$ cat src/rtl/fft8_sol5_gen2_if.sv
`default_nettype none
// +--------------------------------------------------------------------------+
// | Interface : fft8_sol5_gen2_if                                            |
// | Purpose   : Frame-level bus of the 8-point FFT block. It groups the       |
// |             capture request, the parallel input frame, the parallel      |
// |             result frame and the completion flag.                        |
// | Signals   : start          capture request (master -> slave)             |
// |             data_in_real   x[n] real parts, Q1.15 [8] (master -> slave)   |
// |             data_in_imag   x[n] imag parts, Q1.15 [8] (master -> slave)   |
// |             data_out_real  X[k] real parts, natural order [8] (slave ->) |
// |             data_out_imag  X[k] imag parts, natural order [8] (slave ->) |
// |             done           result valid level (slave -> master)          |
// | Revision  : 1.0  initial release                                         |
// +--------------------------------------------------------------------------+
interface fft8_sol5_gen2_if;
   logic               start;
   logic signed [15:0] data_in_real  [8];
   logic signed [15:0] data_in_imag  [8];
   logic signed [15:0] data_out_real [8];
   logic signed [15:0] data_out_imag [8];
   logic               done;

   modport master (
      output start,
      output data_in_real,
      output data_in_imag,
      input  data_out_real,
      input  data_out_imag,
      input  done
   );

   modport slave (
      input  start,
      input  data_in_real,
      input  data_in_imag,
      output data_out_real,
      output data_out_imag,
      output done
   );
endinterface
`default_nettype wire

$ cat src/rtl/fft8_sol5_gen2.sv
`default_nettype none
// +--------------------------------------------------------------------------+
// | Module    : fft8_sol5_gen2                                               |
// | Purpose   : 8-point radix-2 decimation-in-time FFT on Q1.15 complex      |
// |             samples. A frame is captured in bit-reversed order on start, |
// |             one butterfly stage is computed per clock, and the natural-  |
// |             order bins are presented in parallel with a done level.      |
// |             Every butterfly halves its outputs, so the result is DFT/8.  |
// | Ports     : clk  rising-edge clock                                       |
// |             rst  asynchronous, active-low reset                          |
// |             bus  fft8_sol5_gen2_if.slave (start, data_in_*, data_out_*,  |
// |                  done)                                                   |
// | Revision  : 1.0  initial release                                         |
// +--------------------------------------------------------------------------+
module fft8_sol5_gen2 (
   input  logic            clk,
   input  logic            rst,
   fft8_sol5_gen2_if.slave bus
);

   typedef enum logic [2:0] {
      S_IDLE = 3'd0,
      S_ST1  = 3'd1,
      S_ST2  = 3'd2,
      S_ST3  = 3'd3,
      S_DONE = 3'd4
   } state_t;

   // Only W1 and W3 go through the multiplier; W0 and W2 are exact.
   localparam logic signed [15:0] c_w1_re =  16'sd23170;
   localparam logic signed [15:0] c_w1_im = -16'sd23170;
   localparam logic signed [15:0] c_w3_re = -16'sd23170;
   localparam logic signed [15:0] c_w3_im = -16'sd23170;

   state_t             state_q, state_d;
   logic signed [15:0] work_re_q [8], work_re_d [8];
   logic signed [15:0] work_im_q [8], work_im_d [8];
   logic signed [15:0] out_re_q  [8], out_re_d  [8];
   logic signed [15:0] out_im_q  [8], out_im_d  [8];
   logic               done_q, done_d;

   logic signed [15:0] load_re [8];
   logic signed [15:0] load_im [8];
   logic signed [15:0] st_re   [3][8];
   logic signed [15:0] st_im   [3][8];

   // Round half-up at bit 15, then clamp into the 16-bit range.
   function automatic logic signed [15:0] round_sat(input logic signed [31:0] acc);
      logic signed [31:0] r;
      r = (acc + 32'sd16384) >>> 15;
      if (r > 32'sd32767)
         return 16'sh7fff;
      else if (r < -32'sd32768)
         return 16'sh8000;
      else
         return r[15:0];
   endfunction

   // Twiddle product B*W^k returned as {re, im}, each 17 bits so that
   // negating -32768 in the W2 path stays exact.
   function automatic logic [33:0] twiddle_mul(input logic signed [15:0] b_re,
                                               input logic signed [15:0] b_im,
                                               input logic [1:0]         k);
      logic signed [31:0] br, bi, cr, ci;
      logic signed [16:0] t_re, t_im;
      br = 32'(b_re);
      bi = 32'(b_im);
      cr = 32'(c_w1_re);
      ci = 32'(c_w1_im);
      t_re = 17'(b_re);
      t_im = 17'(b_im);
      case (k)
         2'd0: begin
            t_re = 17'(b_re);
            t_im = 17'(b_im);
         end
         2'd2: begin
            // (br + j*bi) * (-j) = bi - j*br
            t_re = 17'(b_im);
            t_im = -(17'(b_re));
         end
         default: begin
            if (k == 2'd3) begin
               cr = 32'(c_w3_re);
               ci = 32'(c_w3_im);
            end
            t_re = 17'(round_sat(br * cr - bi * ci));
            t_im = 17'(round_sat(br * ci + bi * cr));
         end
      endcase
      return {t_re, t_im};
   endfunction

   // Scaled butterfly: returns {A'_re, A'_im, B'_re, B'_im}. The 17-bit sum
   // cannot overflow, and dropping bit 0 is the truncating >>>1.
   function automatic logic [63:0] butterfly(input logic signed [15:0] a_re,
                                             input logic signed [15:0] a_im,
                                             input logic signed [15:0] b_re,
                                             input logic signed [15:0] b_im,
                                             input logic [1:0]         k);
      logic [33:0]        t;
      logic signed [16:0] t_re, t_im, s_re, s_im, d_re, d_im;
      t    = twiddle_mul(b_re, b_im, k);
      t_re = t[33:17];
      t_im = t[16:0];
      s_re = 17'(a_re) + t_re;
      s_im = 17'(a_im) + t_im;
      d_re = 17'(a_re) - t_re;
      d_im = 17'(a_im) - t_im;
      return {s_re[16:1], s_im[16:1], d_re[16:1], d_im[16:1]};
   endfunction

   // Capture path: working slot i takes sample bitrev(i).
   for (genvar i = 0; i < 8; i++) begin : g_load
      localparam int REV = ((i & 1) << 2) | (i & 2) | ((i >> 2) & 1);
      assign load_re[i] = bus.data_in_real[REV];
      assign load_im[i] = bus.data_in_imag[REV];
   end

   // One fixed butterfly network per stage; indices and twiddle exponents are
   // elaboration constants, so stages 1 and 2 contain no multipliers.
   for (genvar s = 0; s < 3; s++) begin : g_stage
      localparam int SPAN = 1 << s;
      for (genvar b = 0; b < 4; b++) begin : g_bfly
         localparam int         IA = ((b >> s) << (s + 1)) + (b % SPAN);
         localparam int         IB = IA + SPAN;
         localparam logic [1:0] K  = 2'((b % SPAN) << (2 - s));
         logic [63:0] w_res;
         assign w_res = butterfly(work_re_q[IA], work_im_q[IA],
                                  work_re_q[IB], work_im_q[IB], K);
         assign st_re[s][IA] = w_res[63:48];
         assign st_im[s][IA] = w_res[47:32];
         assign st_re[s][IB] = w_res[31:16];
         assign st_im[s][IB] = w_res[15:0];
      end
   end

   always_comb begin
      state_d   = state_q;
      work_re_d = work_re_q;
      work_im_d = work_im_q;
      out_re_d  = out_re_q;
      out_im_d  = out_im_q;
      unique case (state_q)
         S_IDLE, S_DONE: begin
            if (bus.start) begin
               work_re_d = load_re;
               work_im_d = load_im;
               state_d   = S_ST1;
            end
         end
         S_ST1: begin
            work_re_d = st_re[0];
            work_im_d = st_im[0];
            state_d   = S_ST2;
         end
         S_ST2: begin
            work_re_d = st_re[1];
            work_im_d = st_im[1];
            state_d   = S_ST3;
         end
         S_ST3: begin
            out_re_d = st_re[2];
            out_im_d = st_im[2];
            state_d  = S_DONE;
         end
         default: state_d = S_IDLE;
      endcase
      done_d = (state_d == S_DONE);
   end

   always_ff @(posedge clk or negedge rst) begin
      if (!rst) begin
         state_q <= S_IDLE;
         done_q  <= 1'b0;
         for (int i = 0; i < 8; i++) begin
            work_re_q[i] <= '0;
            work_im_q[i] <= '0;
            out_re_q[i]  <= '0;
            out_im_q[i]  <= '0;
         end
      end else begin
         state_q   <= state_d;
         done_q    <= done_d;
         work_re_q <= work_re_d;
         work_im_q <= work_im_d;
         out_re_q  <= out_re_d;
         out_im_q  <= out_im_d;
      end
   end

   for (genvar i = 0; i < 8; i++) begin : g_out
      assign bus.data_out_real[i] = out_re_q[i];
      assign bus.data_out_imag[i] = out_im_q[i];
   end
   assign bus.done = done_q;

endmodule
`default_nettype wire

$ cat src/flat_wrapper.sv
// flat-port wrapper written by rule: the top's interface ports become plain ports
module fft8_sol5_gen2_flat 
  (clk, rst, bus_start, bus_data_in_real, bus_data_in_imag, bus_data_out_real, bus_data_out_imag, bus_done);
  fft8_sol5_gen2_if bus_i ();
  input  logic clk;
  input  logic rst;
  input wire logic [$bits(bus_i.start)-1:0] bus_start;
  input wire logic [$bits(bus_i.data_in_real)-1:0] bus_data_in_real;
  input wire logic [$bits(bus_i.data_in_imag)-1:0] bus_data_in_imag;
  output wire logic [$bits(bus_i.data_out_real)-1:0] bus_data_out_real;
  output wire logic [$bits(bus_i.data_out_imag)-1:0] bus_data_out_imag;
  output wire logic [$bits(bus_i.done)-1:0] bus_done;
  assign bus_i.start = bus_start;
  assign bus_i.data_in_real = {>>{bus_data_in_real}};
  assign bus_i.data_in_imag = {>>{bus_data_in_imag}};
  assign bus_data_out_real = {>>{bus_i.data_out_real}};
  assign bus_data_out_imag = {>>{bus_i.data_out_imag}};
  assign bus_done = bus_i.done;
  fft8_sol5_gen2 u_core (.clk(clk), .rst(rst), .bus(bus_i));
endmodule
$ cat config.mk
export PLATFORM = sky130hd
export DESIGN_NAME = fft8_sol5_gen2_flat
export DESIGN_NICKNAME = d
export VERILOG_FILES = /design/src/rtl/fft8_sol5_gen2_if.sv /design/src/rtl/fft8_sol5_gen2.sv /design/src/flat_wrapper.sv
export SDC_FILE = /design/constraint.sdc
export NUM_CORES = 2
export LEC_CHECK = 0
export CORE_MARGIN = 2
export CORE_UTILIZATION = 35
export CTS_CLUSTER_DIAMETER = 120
export CTS_CLUSTER_SIZE = 14
export DETAILED_ROUTE_END_ITERATION = 10
export SLEW_MARGIN = 5
export SYNTH_ARGS = -nofsm -noshare
export SYNTH_HDL_FRONTEND = slang
export SYNTH_SLANG_ARGS = --single-unit
$ cat constraint.sdc
create_clock -name clk -period 12.6 [get_ports clk]
set_clock_uncertainty 0.1 [all_clocks]
set_input_delay 1.89 -clock clk [delete_from_list [all_inputs] [get_ports clk]]
set_output_delay 1.89 -clock clk [all_outputs]
set_load 0.005 [all_outputs]
==> flow_summary.ini <==
[run_status]
outcome = finished with violations
violations = DRC

[grt]
antenna_found_initial = 17
grt_max_degree = 209
grt_pass1_wl_mm = 522
grt_pass1_vias = 75600
overflow = 0
grt_usage = 0.286

[synthesis]
yosysUniqueCellTypes = 86
netlist.top_cell.by_area = ha_1
synthAdderAreaFrac = 0.377
synth_cells = 10100
synthXorXnorAreaFrac = 0.0814
yosys.area.top_type_share = 0.240
synth_mux_area_frac = 0.00649
synth_top_family_by_area = adder cells
synth_edf_count = 0
ys_ff_latch = 516
synth_compound_area_frac = 0.197
syn_area_sq_um = 85200
ys_seq_area_frac = 0.151
syn_area_per_cell_sq_um = 8.41
ys.flop_type = dfrtp_1
synthesis.nets = 12600
synthArstFlopShare = 1.00
synth-simple-area-share = 0.0979
synthTopCellsByArea = ha_1 (24%), dfrtp_1 (15%), fa_1 (14%)
ys_warn_count = 0

[timing]
slew_violations = 0
maxSlewHeadroom = 0.0933
clock.fmax_ghz = 0.0838
setup_viol = 0
fin_crit_sh = 0.947
tightest_slew_ns = 1.36
hold_viol = 0
finalCriticalPeriod_ns = 11.94

[run]
drv_cap = 0

[critical_path]
crit_path_end_kind = register
worstPathMaxFanout = 7
max_stage_delay_ns = 0.61
required_ns = 13.09
startpoint_type = register
cp_top_family = adder cells
cp.arrival_ns = 12.42
critPathKind = register to register
path_buf_inv = 9
slowest_stage = fa_1

[clock_tree]
cts_sinks = 516
cts_tree = built
path_clk_slew_ns = 0.07
cts_root_buf = clkbuf_16
cts_buffer_depth = 3
cts_hold_buffers = 0
numCtsBuffers = 49
clkLatencyLatePin_ns = 0.75
cts_max_level = 2

[placement]
place_congestion = 0.984
placed_area_sq_um = 95400
port_buffers = 515
hpwl_mm = 305

[floorplanning]
coreArea_sq_um = 243000
die_x_um = 497
row_count = 181
die_area_sq_um = 247000
boundaryPins = 516
start_util = 0.351
dieHeight_um = 497

[final_layout]
drive_gt1_frac = 0.0428
area_growth_pct = 14.0
fillCellCount = 24500
final_area_sq_um = 97200
final_util = 0.400
fin_nets = 13200

[routing]
drc_errors = 2
wl_mm = 361
route.antenna.remaining_nets = 0
highest_layer = met5
met3_length_mm = 20.8
avgViaCountPerCell = 5.43
dr_wl_met2_mm = 163
wl_met1_mm = 156
num_vias = 75600
detail_route.wl_per_cell_um = 25.9
first_pass_iters = 9
drt_iter0_drc = 6409

[hold_path]
hold_class = register to register
through the flow:
step | hold WS (ns) | instances | setup TNS, ns | setup slack, ns
final | 0.376 | 13900 | 0 | 0.664
after global routing | 0.403 | 13900 | -0.0626 | -0.0428
after CTS | 0.384 | 13900 | 0 | 0.260
after detailed placement | 0.367 | 13800 | 0 | 0.293
after global placement | 0.361 | 13800 | 0 | 0.324
after floorplan | 0.370 | 10100 | 0 | 0.152
area by class of cell:
cell class | count | area [sq um] | share of cell area
clock buffers | 52 | 1260 | 0.0129
repair buffers | 789 | 7300 | 0.0752
inverters | 1748 | 6600 | 0.0679
flip-flops and latches | 516 | 12900 | 0.133
diodes | 7 | 17.5 | 0.000180
well taps | 3202 | 4010 | 0.0412
multi-input cells | 7599 | 64900 | 0.668
clock inverters | 15 | 150 | 0.00155
flip-flops by register name (all words and copies together) (netlist names):
register / cells
u_core.bus.data_out_imag: 128
u_core.bus.data_out_real: 128
u_core.work_im_q: 128
u_core.work_re_q: 128
u_core.state_q: 3
u_core.bus.done: 1
worst min-delay path, delay by kind of cell, from the launching register on:
family,cells,cell delay [ns]
flops,1,0.35
simple gates,2,0.10
worst paths after layout:
path                                                     startpoint                                       end  slack [ns]  cells after the start
hold / removal             u_core.bus.data_out_imag[80]$_DFFE_PN0P_  u_core.bus.data_out_imag[80]$_DFFE_PN0P_        0.38                      2
max in group asynchronous                                       rst          u_core.work_im_q[10]$_DFFE_PN0P_        8.82                      3
min in group asynchronous                                       rst  u_core.bus.data_out_imag[40]$_DFFE_PN0P_        1.12                      1
setup / recovery                    u_core.work_re_q[6]$_DFFE_PN0P_  u_core.bus.data_out_imag[77]$_DFFE_PN0P_        0.66                     53
hold reg to reg            u_core.bus.data_out_imag[80]$_DFFE_PN0P_  u_core.bus.data_out_imag[80]$_DFFE_PN0P_        0.38                      2
setup reg to reg                    u_core.work_re_q[6]$_DFFE_PN0P_  u_core.bus.data_out_imag[77]$_DFFE_PN0P_        0.66                     53
synthesized netlist by cell type, types with 23 or more instances:
library cell	number
clkbuf_1	250
nand2_1	566
a31oi_1	94
nand3_1	79
a21oi_1	848
o21ai_0	619
a211oi_1	109
o22ai_1	63
and2_1	25
xnor2_1	637
and3_1	58
nor2_1	638
nand4_1	28
o31ai_1	60
or2_2	23
or3_1	40
mux2i_1	44
nand2b_1	51
o21a_1	73
o211ai_1	28
nor3_1	147
inv_1	1743
xor2_1	144
buf_1	25
o21ai_1	36
nor3b_1	27
nor2b_1	79
a21boi_0	55
a22oi_1	41
dfrtp_1	516
a221oi_1	97
fa_1	583
a21o_1	159
o21bai_1	250
nor4_1	25
ha_1	1632
per-layer routing:
layer,up-vias,global-route usage
li1,35400,-
met3,509,0.0368
met5,-,0
met4,4,0.146
met1,37200,0.374
met2,2476,0.462
layout by cell type, fill, tap and decap left out, drive strengths merged, types with 60 or more instances in the layout:
| master | Yosys | final |
|---|---|---|
| nand3 | 79 | 79 |
| nor2b | 79 | 79 |
| o21a | 73 | 73 |
| o31ai | 60 | 60 |
| xnor2 | 638 | 638 |
| nor2 | 638 | 638 |
| a31oi | 94 | 94 |
| a211oi | 109 | 109 |
| o21ai | 655 | 655 |
| a21oi | 848 | 848 |
| o22ai | 63 | 63 |
| buf | 27 | 275 |
| nand2 | 566 | 566 |
| nor3 | 147 | 147 |
| clkdlybuf4s50 | 0 | 514 |
| a21o | 159 | 159 |
| xor2 | 144 | 144 |
| dfrtp | 516 | 516 |
| fa | 583 | 583 |
| ha | 1632 | 1632 |
| o21bai | 250 | 250 |
| inv | 1747 | 1743 |
| a221oi | 98 | 98 |
timing repair:
| item | 4_1_cts | 5_1_grt |
|---|---|---|
| hold endpoints to repair | 0 | 0 |
| setup buffers | 0 | 25 |
| endpoints found under the setup margin | 0 | 20 |
| resized for setup | 0 | 69 |
cell families (layout without fill, tap and decap cells):
kind of cell	after synthesis	in the layout
mux	54	54
simple gates	1839	1839
buf+inv	2025	2604
flops	516	516
xor+xnor	785	785
fa+ha+maj	2218	2218
compound gates	2703	2703
other cells	0	7
Power is left out: the tool's default activity adds up to more than one toggle a clock period on the data nets, which glitch-free logic cannot reach.
